$ cat src/rtl/volume_pkg.sv
`default_nettype none
// ============================================================================
//  Module      : volume_pkg
//  Description : Shared types and constants for the volume sample source:
//                pattern mode and FSM state enums, LFSR tap mask and the
//                LFSR next-state helper.
//  Revision    : 1.0 - initial release
// ============================================================================
package volume_pkg;

   // Pattern selector, encoded to match the io_mode input
   typedef enum logic [1:0] {
      RAMP   = 2'd0,
      CONST  = 2'd1,
      LFSR   = 2'd2,
      SQUARE = 2'd3
   } mode_e;

   // Source sequencing states
   typedef enum logic [1:0] {
      IDLE = 2'd0,
      SEND = 2'd1,
      GAP  = 2'd2,
      DONE = 2'd3
   } state_e;

   // Fibonacci taps 16,14,13,11 in right-shift form: the feedback bit is the
   // XOR of state bits 0, 2, 3 and 5 and is shifted in at bit 15.
   localparam logic [15:0] LFSR_TAP_MASK = 16'h002D;

   function automatic logic [15:0] lfsr16_next(input logic [15:0] s);
      return {^(s & LFSR_TAP_MASK), s[15:1]};
   endfunction

endpackage : volume_pkg
`default_nettype wire

$ cat src/rtl/volume_sample_source_if.sv
`default_nettype none
// ============================================================================
//  Module      : volume_sample_source_if
//  Description : Valid/ready sample stream with end-of-burst marker.
//                master = producer (source), slave = consumer (integrator).
//  Revision    : 1.0 - initial release
// ============================================================================
interface volume_sample_source_if #(
   parameter int DATA_W = 8
);
   logic              out_valid;
   logic              out_ready;
   logic [DATA_W-1:0] out_bits;
   logic              out_last;

   modport master (
      output out_valid,
      output out_bits,
      output out_last,
      input  out_ready
   );

   modport slave (
      input  out_valid,
      input  out_bits,
      input  out_last,
      output out_ready
   );
endinterface : volume_sample_source_if
`default_nettype wire

$ cat src/rtl/volume_lfsr16.sv
`default_nettype none
// ============================================================================
//  Module      : volume_lfsr16
//  Description : 16-bit Fibonacci LFSR (taps 16,14,13,11). Loads the seed on
//                reset and steps once per cycle with advance_i high.
//  Revision    : 1.0 - initial release
// ============================================================================
module volume_lfsr16
   import volume_pkg::*;
(
   input  logic        clock,
   input  logic        reset,
   input  logic [15:0] seed_i,
   input  logic        advance_i,
   output logic [15:0] state_o
);

   logic [15:0] state_q;
   logic [15:0] state_d;

   // Step only when the consumer accepts a beat
   always_comb begin
      state_d = state_q;
      if (advance_i) begin
         state_d = lfsr16_next(state_q);
      end
   end

   // State register, reloaded with the seed on reset
   always_ff @(posedge clock) begin
      if (reset) begin
         state_q <= seed_i;
      end else begin
         state_q <= state_d;
      end
   end

   assign state_o = state_q;

endmodule : volume_lfsr16
`default_nettype wire

$ cat src/rtl/volume_sample_source.sv
`default_nettype none
// ============================================================================
//  Module      : volume_sample_source
//  Description : Streaming stimulus source. Emits NUM_BURSTS bursts of
//                BURST_LEN samples separated by GAP_CYCLES idle cycles, from a
//                ramp / constant / LFSR / square pattern latched at start.
//                Raises a sticky done flag when the run completes.
//  Revision    : 1.0 - initial release
// ============================================================================
module volume_sample_source
   import volume_pkg::*;
#(
   parameter int          DATA_W     = 8,
   parameter int          BURST_LEN  = 16,
   parameter int          GAP_CYCLES = 4,
   parameter int          NUM_BURSTS = 8,
   parameter logic [15:0] LFSR_SEED  = 16'hACE1
) (
   input  logic                   clock,
   input  logic                   reset,
   input  logic                   io_en,
   input  logic [1:0]             io_mode,
   input  logic [DATA_W-1:0]      io_level,
   volume_sample_source_if.master out_if,
   output logic                   io_done,
   output logic [31:0]            io_sent_count
);

   localparam int BEAT_W  = (BURST_LEN  > 1) ? $clog2(BURST_LEN)  : 1;
   localparam int BURST_W = (NUM_BURSTS > 1) ? $clog2(NUM_BURSTS) : 1;
   localparam int GAP_W   = (GAP_CYCLES > 1) ? $clog2(GAP_CYCLES) : 1;

   localparam logic [BEAT_W-1:0]  BEAT_LAST     = BEAT_W'(BURST_LEN - 1);
   localparam logic [BURST_W-1:0] BURST_LAST    = BURST_W'(NUM_BURSTS - 1);
   localparam logic [GAP_W-1:0]   GAP_LAST      = GAP_W'((GAP_CYCLES > 0) ? GAP_CYCLES - 1 : 0);
   localparam logic               LAST_ON_ENTRY = (BURST_LEN == 1);
   localparam logic [DATA_W-1:0]  ALL_ONES      = '1;

   state_e              state_q;
   mode_e               mode_q;
   logic [DATA_W-1:0]   level_q;
   logic                valid_q;
   logic                last_q;
   logic                done_q;
   logic [DATA_W-1:0]   bits_q;
   logic [BEAT_W-1:0]   beat_q;
   logic [BURST_W-1:0]  burst_q;
   logic [GAP_W-1:0]    gap_q;
   logic [31:0]         sent_q;

   logic                fire;
   logic [15:0]         lfsr_state;
   logic [15:0]         lfsr_next;
   logic [DATA_W-1:0]   first_bits;
   logic [DATA_W-1:0]   next_bits;

   assign fire = valid_q & out_if.out_ready;

   volume_lfsr16 u_lfsr (
      .clock     (clock),
      .reset     (reset),
      .seed_i    (LFSR_SEED),
      .advance_i (fire),
      .state_o   (lfsr_state)
   );

   assign lfsr_next = lfsr16_next(lfsr_state);

   // Value of beat 0, taken from the live mode/level at the start edge
   always_comb begin
      first_bits = '0;
      case (mode_e'(io_mode))
         RAMP:    first_bits = '0;
         CONST:   first_bits = io_level;
         LFSR:    first_bits = lfsr_state[DATA_W-1:0];
         SQUARE:  first_bits = ALL_ONES;
         default: first_bits = '0;
      endcase
   end

   // Value of the beat following the one currently presented
   always_comb begin
      next_bits = bits_q;
      case (mode_q)
         RAMP:    next_bits = bits_q + 1'b1;
         CONST:   next_bits = level_q;
         LFSR:    next_bits = lfsr_next[DATA_W-1:0];
         SQUARE:  next_bits = ~bits_q;
         default: next_bits = bits_q;
      endcase
   end

   // Sequencer: burst/beat/gap counting, pattern stepping, registered outputs
   always_ff @(posedge clock) begin
      if (reset) begin
         state_q <= IDLE;
         mode_q  <= RAMP;
         level_q <= '0;
         valid_q <= 1'b0;
         last_q  <= 1'b0;
         done_q  <= 1'b0;
         bits_q  <= '0;
         beat_q  <= '0;
         burst_q <= '0;
         gap_q   <= '0;
         sent_q  <= '0;
      end else begin
         case (state_q)
            IDLE: begin
               if (io_en) begin
                  state_q <= SEND;
                  mode_q  <= mode_e'(io_mode);
                  level_q <= io_level;
                  bits_q  <= first_bits;
                  valid_q <= 1'b1;
                  last_q  <= LAST_ON_ENTRY;
                  beat_q  <= '0;
                  burst_q <= '0;
               end
            end

            SEND: begin
               if (fire) begin
                  sent_q <= sent_q + 32'd1;
                  bits_q <= next_bits;
                  if (beat_q == BEAT_LAST) begin
                     beat_q  <= '0;
                     burst_q <= burst_q + 1'b1;
                     if (burst_q == BURST_LAST) begin
                        state_q <= DONE;
                        valid_q <= 1'b0;
                        last_q  <= 1'b0;
                        done_q  <= 1'b1;
                     end else if (GAP_CYCLES == 0) begin
                        last_q <= LAST_ON_ENTRY;
                     end else begin
                        state_q <= GAP;
                        valid_q <= 1'b0;
                        last_q  <= 1'b0;
                        gap_q   <= '0;
                     end
                  end else begin
                     beat_q <= beat_q + 1'b1;
                     last_q <= ((beat_q + 1'b1) == BEAT_LAST);
                  end
               end
            end

            GAP: begin
               // Count out the idle window, then wait for enable if needed
               if (gap_q != GAP_LAST) begin
                  gap_q <= gap_q + 1'b1;
               end else if (io_en) begin
                  state_q <= SEND;
                  valid_q <= 1'b1;
                  last_q  <= LAST_ON_ENTRY;
               end
            end

            DONE: begin
               valid_q <= 1'b0;
               last_q  <= 1'b0;
               done_q  <= 1'b1;
            end

            default: begin
               state_q <= IDLE;
               valid_q <= 1'b0;
               last_q  <= 1'b0;
            end
         endcase
      end
   end

   assign out_if.out_valid = valid_q;
   assign out_if.out_bits  = bits_q;
   assign out_if.out_last  = last_q;
   assign io_done          = done_q;
   assign io_sent_count    = sent_q;

endmodule : volume_sample_source
`default_nettype wire
$ cat src/flat_wrapper.sv
// flat-port wrapper written by rule: the top's interface ports become plain ports
module volume_sample_source_flat import volume_pkg::*;
#(
   parameter int          DATA_W     = 8,
   parameter int          BURST_LEN  = 16,
   parameter int          GAP_CYCLES = 4,
   parameter int          NUM_BURSTS = 8,
   parameter logic [15:0] LFSR_SEED  = 16'hACE1
)
  (clock, reset, io_en, io_mode, io_level, io_done, io_sent_count, out_if_out_valid, out_if_out_bits, out_if_out_last, out_if_out_ready);
  volume_sample_source_if #(.DATA_W(DATA_W)) out_if_i ();
  input  logic clock;
  input  logic reset;
  input  logic io_en;
  input  logic [1:0] io_mode;
  input  logic [DATA_W-1:0] io_level;
  output logic io_done;
  output logic [31:0] io_sent_count;
  output wire logic [$bits(out_if_i.out_valid)-1:0] out_if_out_valid;
  output wire logic [$bits(out_if_i.out_bits)-1:0] out_if_out_bits;
  output wire logic [$bits(out_if_i.out_last)-1:0] out_if_out_last;
  input wire logic [$bits(out_if_i.out_ready)-1:0] out_if_out_ready;
  assign out_if_out_valid = out_if_i.out_valid;
  assign out_if_out_bits = out_if_i.out_bits;
  assign out_if_out_last = out_if_i.out_last;
  assign out_if_i.out_ready = out_if_out_ready;
  volume_sample_source #(.DATA_W(DATA_W), .BURST_LEN(BURST_LEN), .GAP_CYCLES(GAP_CYCLES), .NUM_BURSTS(NUM_BURSTS), .LFSR_SEED(LFSR_SEED)) u_core (.clock(clock), .reset(reset), .io_en(io_en), .io_mode(io_mode), .io_level(io_level), .out_if(out_if_i), .io_done(io_done), .io_sent_count(io_sent_count));
endmodule
$ cat config.mk
export PLATFORM = sky130hd
export DESIGN_NAME = volume_sample_source_flat
export DESIGN_NICKNAME = d
export VERILOG_FILES = /design/src/rtl/volume_pkg.sv /design/src/rtl/volume_sample_source_if.sv /design/src/rtl/volume_lfsr16.sv /design/src/rtl/volume_sample_source.sv /design/src/flat_wrapper.sv
export SDC_FILE = /design/constraint.sdc
export NUM_CORES = 1
export LEC_CHECK = 0
export CAP_MARGIN = 10
export CORE_UTILIZATION = 49
export DETAILED_ROUTE_END_ITERATION = 16
export HOLD_SLACK_MARGIN = 0.03
export PLACE_DENSITY = 0.77
export REMOVE_ABC_BUFFERS = 1
export SLEW_MARGIN = 30
export SYNTH_ARGS = -nofsm -noshare
export SYNTH_HDL_FRONTEND = slang
export SYNTH_SLANG_ARGS = --single-unit
$ cat constraint.sdc
create_clock -name clock -period 1.71 [get_ports clock]
set_input_delay 0.342 -clock clock [delete_from_list [all_inputs] [get_ports clock]]
set_output_delay 0.342 -clock clock [all_outputs]
set_load 0.01 [all_outputs]
## After elaboration in Yosys (flattened, before gate mapping)

Index checks and enable logic that the tools add are counted.

- Bits in latches: 0
- Register bits: 80
- Memory bits (writable): 0
- Logic and storage cells: 94
- Memories: 0
- ROM bits: 0
- Output and inout port bits: 43

- $lt $le $gt $ge: 0
- Divide/modulo/power cells: 0
- Reductions and logical operators: 17
- $mul: 0
- $add $sub $neg: 5
- Equality and inequality tests: 20
- Bitwise gates (word level): 2
- Multiplexer cells: 38
- Shift-type cells: 0

Operators by type and width:

| cell | number |
|---|---|
| 8-bit case mux with 4 select lines | 2 |
| 32-bit by 1-bit adder with 32-bit output, second input constant | 1 |
| 2-bit 2-to-1 mux | 8 |
| 8-bit 2-to-1 mux | 2 |
| 8-bit case mux with 2 select lines | 1 |
| 16-bit XOR reduction | 1 |
| 2-bit == test, second input constant | 6 |
| 1-bit 2-to-1 mux | 12 |
| 4-bit 2-to-1 mux | 3 |
| 4-bit AND reduction | 3 |
| 3-bit 2-to-1 mux | 3 |
| 8-bit by 1-bit adder with 8-bit output, second input constant | 1 |
| 4-bit == test, second input constant | 2 |
| 2-bit by 1-bit != test with 1-bit output, second input constant | 4 |
| 2-bit != test, second input constant | 4 |
| 8-bit NOT | 1 |
| 1-bit case mux with 4 select lines | 2 |
| 4-bit case mux with 2 select lines | 1 |
| 2-bit by 1-bit == test with 1-bit output, second input constant | 3 |
| 2-bit logical NOT | 3 |
| 2-bit case mux with 3 select lines | 1 |
| 3-bit case mux with 2 select lines | 1 |
| 2-bit AND reduction | 3 |
| 3-bit AND reduction | 2 |
| other kinds (10) | 12 |

## Longest topological paths before layout

Gate-level depths: netlist of the first run.

- Depth in word-level cells: 5
- Mapped depth: 7
- Gate-level depth less buffers: 5

## By module

A second synthesis of the first run with hierarchy kept.

- Cells, all modules: 466
- Area, all modules: 4171.5 um^2

Modules (own cells, without submodules):

| module | area an instance (um^2) | instances | seq. area each (um^2) | cells an instance |
|---|---|---|---|---|
| volume_sample_source | 3423.3 | 1 | 1281.2 | 427 |
| volume_lfsr16 | 748.2 | 1 | 480.5 | 39 |

## Worst setup path after synthesis of the first run

Ideal clock, no wire load.

- Path type: register -> register
- Start: register u_core.sent_q[19] (netlist: u_core.io_sent_count[19])
- End: register u_core.sent_q[31] (netlist: u_core.io_sent_count[31])
- Slack: -0.230 ns
- Library setup time: 0.121 ns
- Clock period less this slack: 1.940 ns
- Cell stages (with the launch flop): 5
- Required time: 1.589 ns
- Data arrival time: 1.819 ns
- Buffers on the path: 0
- Cell sequence: dfxtp_1 > nand4_1 > or4_1 > nor4_1 > mux2_2

- Longest elaborated chain between the ends: 1

RTL lines:

| what | line | RTL |
|---|---|---|
| start: declaration | volume_sample_source.sv:49 | `logic [31:0] sent_q;` |
| start signal: assignment | volume_sample_source.sv:124 | `sent_q <= sent_q + 32'd1;` |
| 32-bit by 1-bit adder with 32-bit output | volume_sample_source.sv:124 |  |

No other way between the ends.
A chain may end at the register's enable or synchronous reset.

## Worst setup path after layout of the first run

- Start: register u_core.state_q[1]
- End: register u_core.sent_q[25] (netlist: u_core.io_sent_count[25])

- Longest elaborated chain between the ends: 2

RTL lines:

| what | line | RTL |
|---|---|---|
| start: declaration | volume_sample_source.sv:39 | `state_e state_q;` |
| start signal: assignment | volume_sample_source.sv:96 | `state_q <= IDLE;` |
| start signal: assignment | volume_sample_source.sv:111 | `state_q <= SEND;` |
| start signal: assignment | volume_sample_source.sv:130 | `state_q <= DONE;` |
| 2-bit by 1-bit == test with 1-bit output | volume_sample_source.sv:108 | `case (state_q)` |
| 2-bit AND reduction (no line) | -- |  |

No other way between the ends.

==> impl_metrics.csv, run 1 <==
group,metric,value,unit
critical_path,path_class,"reg2reg",
timing,fin_ws,-0.235,ns
critical_path,end_kind,"register",
hold_path,hold_class,"in2reg",
run_status,violations,"negative setup slack",
final_layout,nets,642,
die,coreArea,7770,µm²
cts,clkTransAtPathRegs,0.08,ns
yosys,ys_warn_count,0,
cts,cts-root-buf,"clkbuf_8",
global_route,gr-total-overflow,0,
run_status,status,"complete, but fails checks",
timing,period_minus_slack,1.95,ns
final_layout,final_common_cell,"buf_4",
die,boundaryPins,57,
placement,portBuffers,56,
route,wl_per_cell,16.0,µm
yosys,syn_area_per_cell,8.06,µm²
yosys,synthCells,491,
critical_path,required,2.00,ns
route,via_count,4223,
route,wirelength,11.6,mm
cts,cts-htree-levels,3,
placement,gp_congestion,0.867,
final_layout,fin_util,0.726,
yosys,async_reset_ff_frac,0,
cts,clock_sinks,80,
job,max_cap_violations,0,
die,rows,32,
final_layout,area_delta_synth_final,42.5,%
critical_path,r2r_cells,5,
die,die_h,91.8,µm
route,drc,0,
route,viasPerCell,5.79,
die,die_area,8430,µm²
timing,tightest_slew,0.459,ns
cts,insertion_delay,0.35,ns
global_route,grt_use_total,0.273,
cts,cts_hold_buf,0,
power_and_ir_drop,ir_drop,0.470,mV
critical_path,worstPathArrival,2.24,ns
cts,clock_path_buffers,2,
final_layout,layout_common_cells,"buf_4, dfxtp_1, nand2_1, a21oi_1, nor2_1",
hold_path,whs_endpoint,"u_core.io_sent_count[28]",
power_and_ir_drop,p_leak,0.00254,µW
critical_path,r2r_start,"u_core.state_q[1]",
route,ant_nets,0,
final_layout,drive_gt1_frac,0.235,
yosys,ys_seq_area_frac,0.405,
hold_path,min_from,"reset",
critical_path,start_kind,"register",
yosys,dominantRegCellSynth,"dfxtp_1",
timing,whs,0.364,ns
hold_path,holdPathStages,2,
cts,cts_tree,"built",
timing,fin_worst_skew,0.0142,ns
timing,finalSetupViolCount,24,
placement,post-place-cells,701,
die,fp.dieW,91.8,µm
timing,final-hold-violation-count,0,
placement,hpwl,7.88,mm
yosys,yosysUniqueCellTypes,46,
yosys,synth_edf_count,0,
cts,cts_inserted_buffers,9,
timing,rsz0062_at_grt,"true",
route,drt-pass1-iter-count,5,
global_route,grt_pass1_vias,4087,
route,drt_iter0_markers,226,
global_route,grt_pass1_wl,18.5,mm
die,start_util,0.509,
timing,finalSetupTns,-4.32,ns
timing,slew_headroom,0.693,
timing,finalCritPeriodShare,1.14,
global_route,grt_max_degree,25,
final_layout,final-instance-count-excl-fill,729,
global_route,antenna_found_initial,0,
placement,place_area,5150,µm²
final_layout,fin_area,5640,µm²
yosys,netlist_area,3960,µm²
critical_path,rrSetupSlack,-0.24,ns
critical_path,timing.rr.end,"u_core.io_sent_count[25]",
timing,fmax,0.514,GHz
critical_path,cp_max_fo,6,
timing,finalMaxSlewViolations,0,
power_and_ir_drop,power_density,692,nW/µm²
yosys,ys_seq_elements,80,
[flip-flops by register name, summed over array words and instances, names as in the netlist]
signal	cells
u_core.u_lfsr.state_o	16
u_core.out_if.out_bits	8
u_core.level_q	8
u_core.out_if.out_last	1
u_core.out_if.out_valid	1
u_core.beat_q	4
u_core.mode_q	2
u_core.burst_q	3
u_core.io_done	1
u_core.state_q	2
u_core.io_sent_count	32
u_core.gap_q	2
[worst max-delay path, stage by stage, from the launching register on]
cell and delay [ns]:
dfxtp_2 0.33, nand4b_1 0.18, buf_6 0.15, or4_4 0.57, or4_4 0.54, a21oi_2 0.12
[per-layer routing]
layer / wire length, µm / up-vias / part of all wire / GRT usage
li1: - / 2032 / - / -
met1: 4890 / 2018 / 0.42 / 0.328
met2: 5930 / 151 / 0.51 / 0.483
met3: 587 / 22 / 0.050 / 0.0307
met4: 222 / 0 / 0.019 / 0.126
met5: 0 / - / 0 / 0
[layout make-up]
cell class / instances / area [µm²]
diodes: 1 / 2.50
clock buffers: 12 / 155
clock inverters: 4 / 52.6
fillers: 620 / 2130
inverters: 16 / 60.1
multi-input cells: 367 / 2310
flip-flops and latches: 80 / 1610
well taps: 102 / 128
repair buffers: 147 / 1320
[power breakdown]
group / internal [µW] / switching (µW) / leakage [µW] / total, µW
sequential: 1920 / 50.9 / 0.000654 / 1970
clock: 755 / 699 / 0.0000949 / 1450
combinational: 228 / 251 / 0.00179 / 479
[timing repair]
action | in CTS | in global routing
gates resized for setup | 32 | 51
cloned | 2 | 1
pin swaps | 25 | 10
buffers inserted | 8 | 0
setup endpoints to repair | 40 | 49
[cell usage after synthesis, types with 6 or more instances]
library cell	number	share of area
dfxtp_1	80	0.40
a21oi_1	56	0.071
nand2_1	50	0.047
nor2_1	40	0.038
o21ai_0	27	0.034
nand3_1	26	0.033
clkbuf_1	23	0.022
or3_1	17	0.027
inv_1	16	0.015
nand2b_1	13	0.021
o31ai_1	12	0.023
or4_1	12	0.023
xnor2_1	12	0.027
nand4_1	11	0.017
mux2i_1	10	0.025
nor2b_1	9	0.014
nor3_1	8	0.010
ha_1	7	0.022
o211ai_1	6	0.011
[through the flow]
step,setup slack (ns),power [µW]
final,-0.235,3900
after global placement,-0.728,2470
after global routing,-0.277,4050
after floorplan,-0.496,2220
after CTS,-0.244,3900
after detailed placement,-0.799,2480
[kinds of logic (layout without fill, tap and decap cells)]
| group | after synthesis | after routing | share of synthesized area |
|---|---|---|---|
| AND/OR/NAND/NOR | 202 | 203 | 0.262 |
| flip-flops | 80 | 80 | 0.405 |
| adder cells (fa/ha/maj) | 7 | 7 | 0.0221 |
| buffers and inverters | 45 | 179 | 0.0433 |
| other | 0 | 1 | 0 |
| XOR/XNOR | 15 | 15 | 0.0332 |
| multiplexers | 14 | 14 | 0.0395 |
| AO/OA/AOI/OAI | 128 | 128 | 0.195 |
[worst max-delay path by stage]
stage	to	slack [ns]	from
2_1_floorplan	u_core.io_sent_count[25]	-0.50	u_core.state_q[0]
6_report	u_core.io_sent_count[25]	-0.24	u_core.state_q[1]
3_3_place_gp	u_core.io_sent_count[25]	-0.73	out_if_out_ready
5_1_grt	u_core.io_sent_count[25]	-0.28	u_core.state_q[1]
4_1_cts	u_core.io_sent_count[25]	-0.24	u_core.state_q[1]
3_5_place_dp	u_core.io_sent_count[25]	-0.80	out_if_out_ready
Power figures use the tool's default switching activity.
==> inputs of run 2 (changes only) <==
- CAP_MARGIN: 10 -> not set
==> results of run 2 <==
No change in the layout: final DEF, timing and power equal those of run 1.
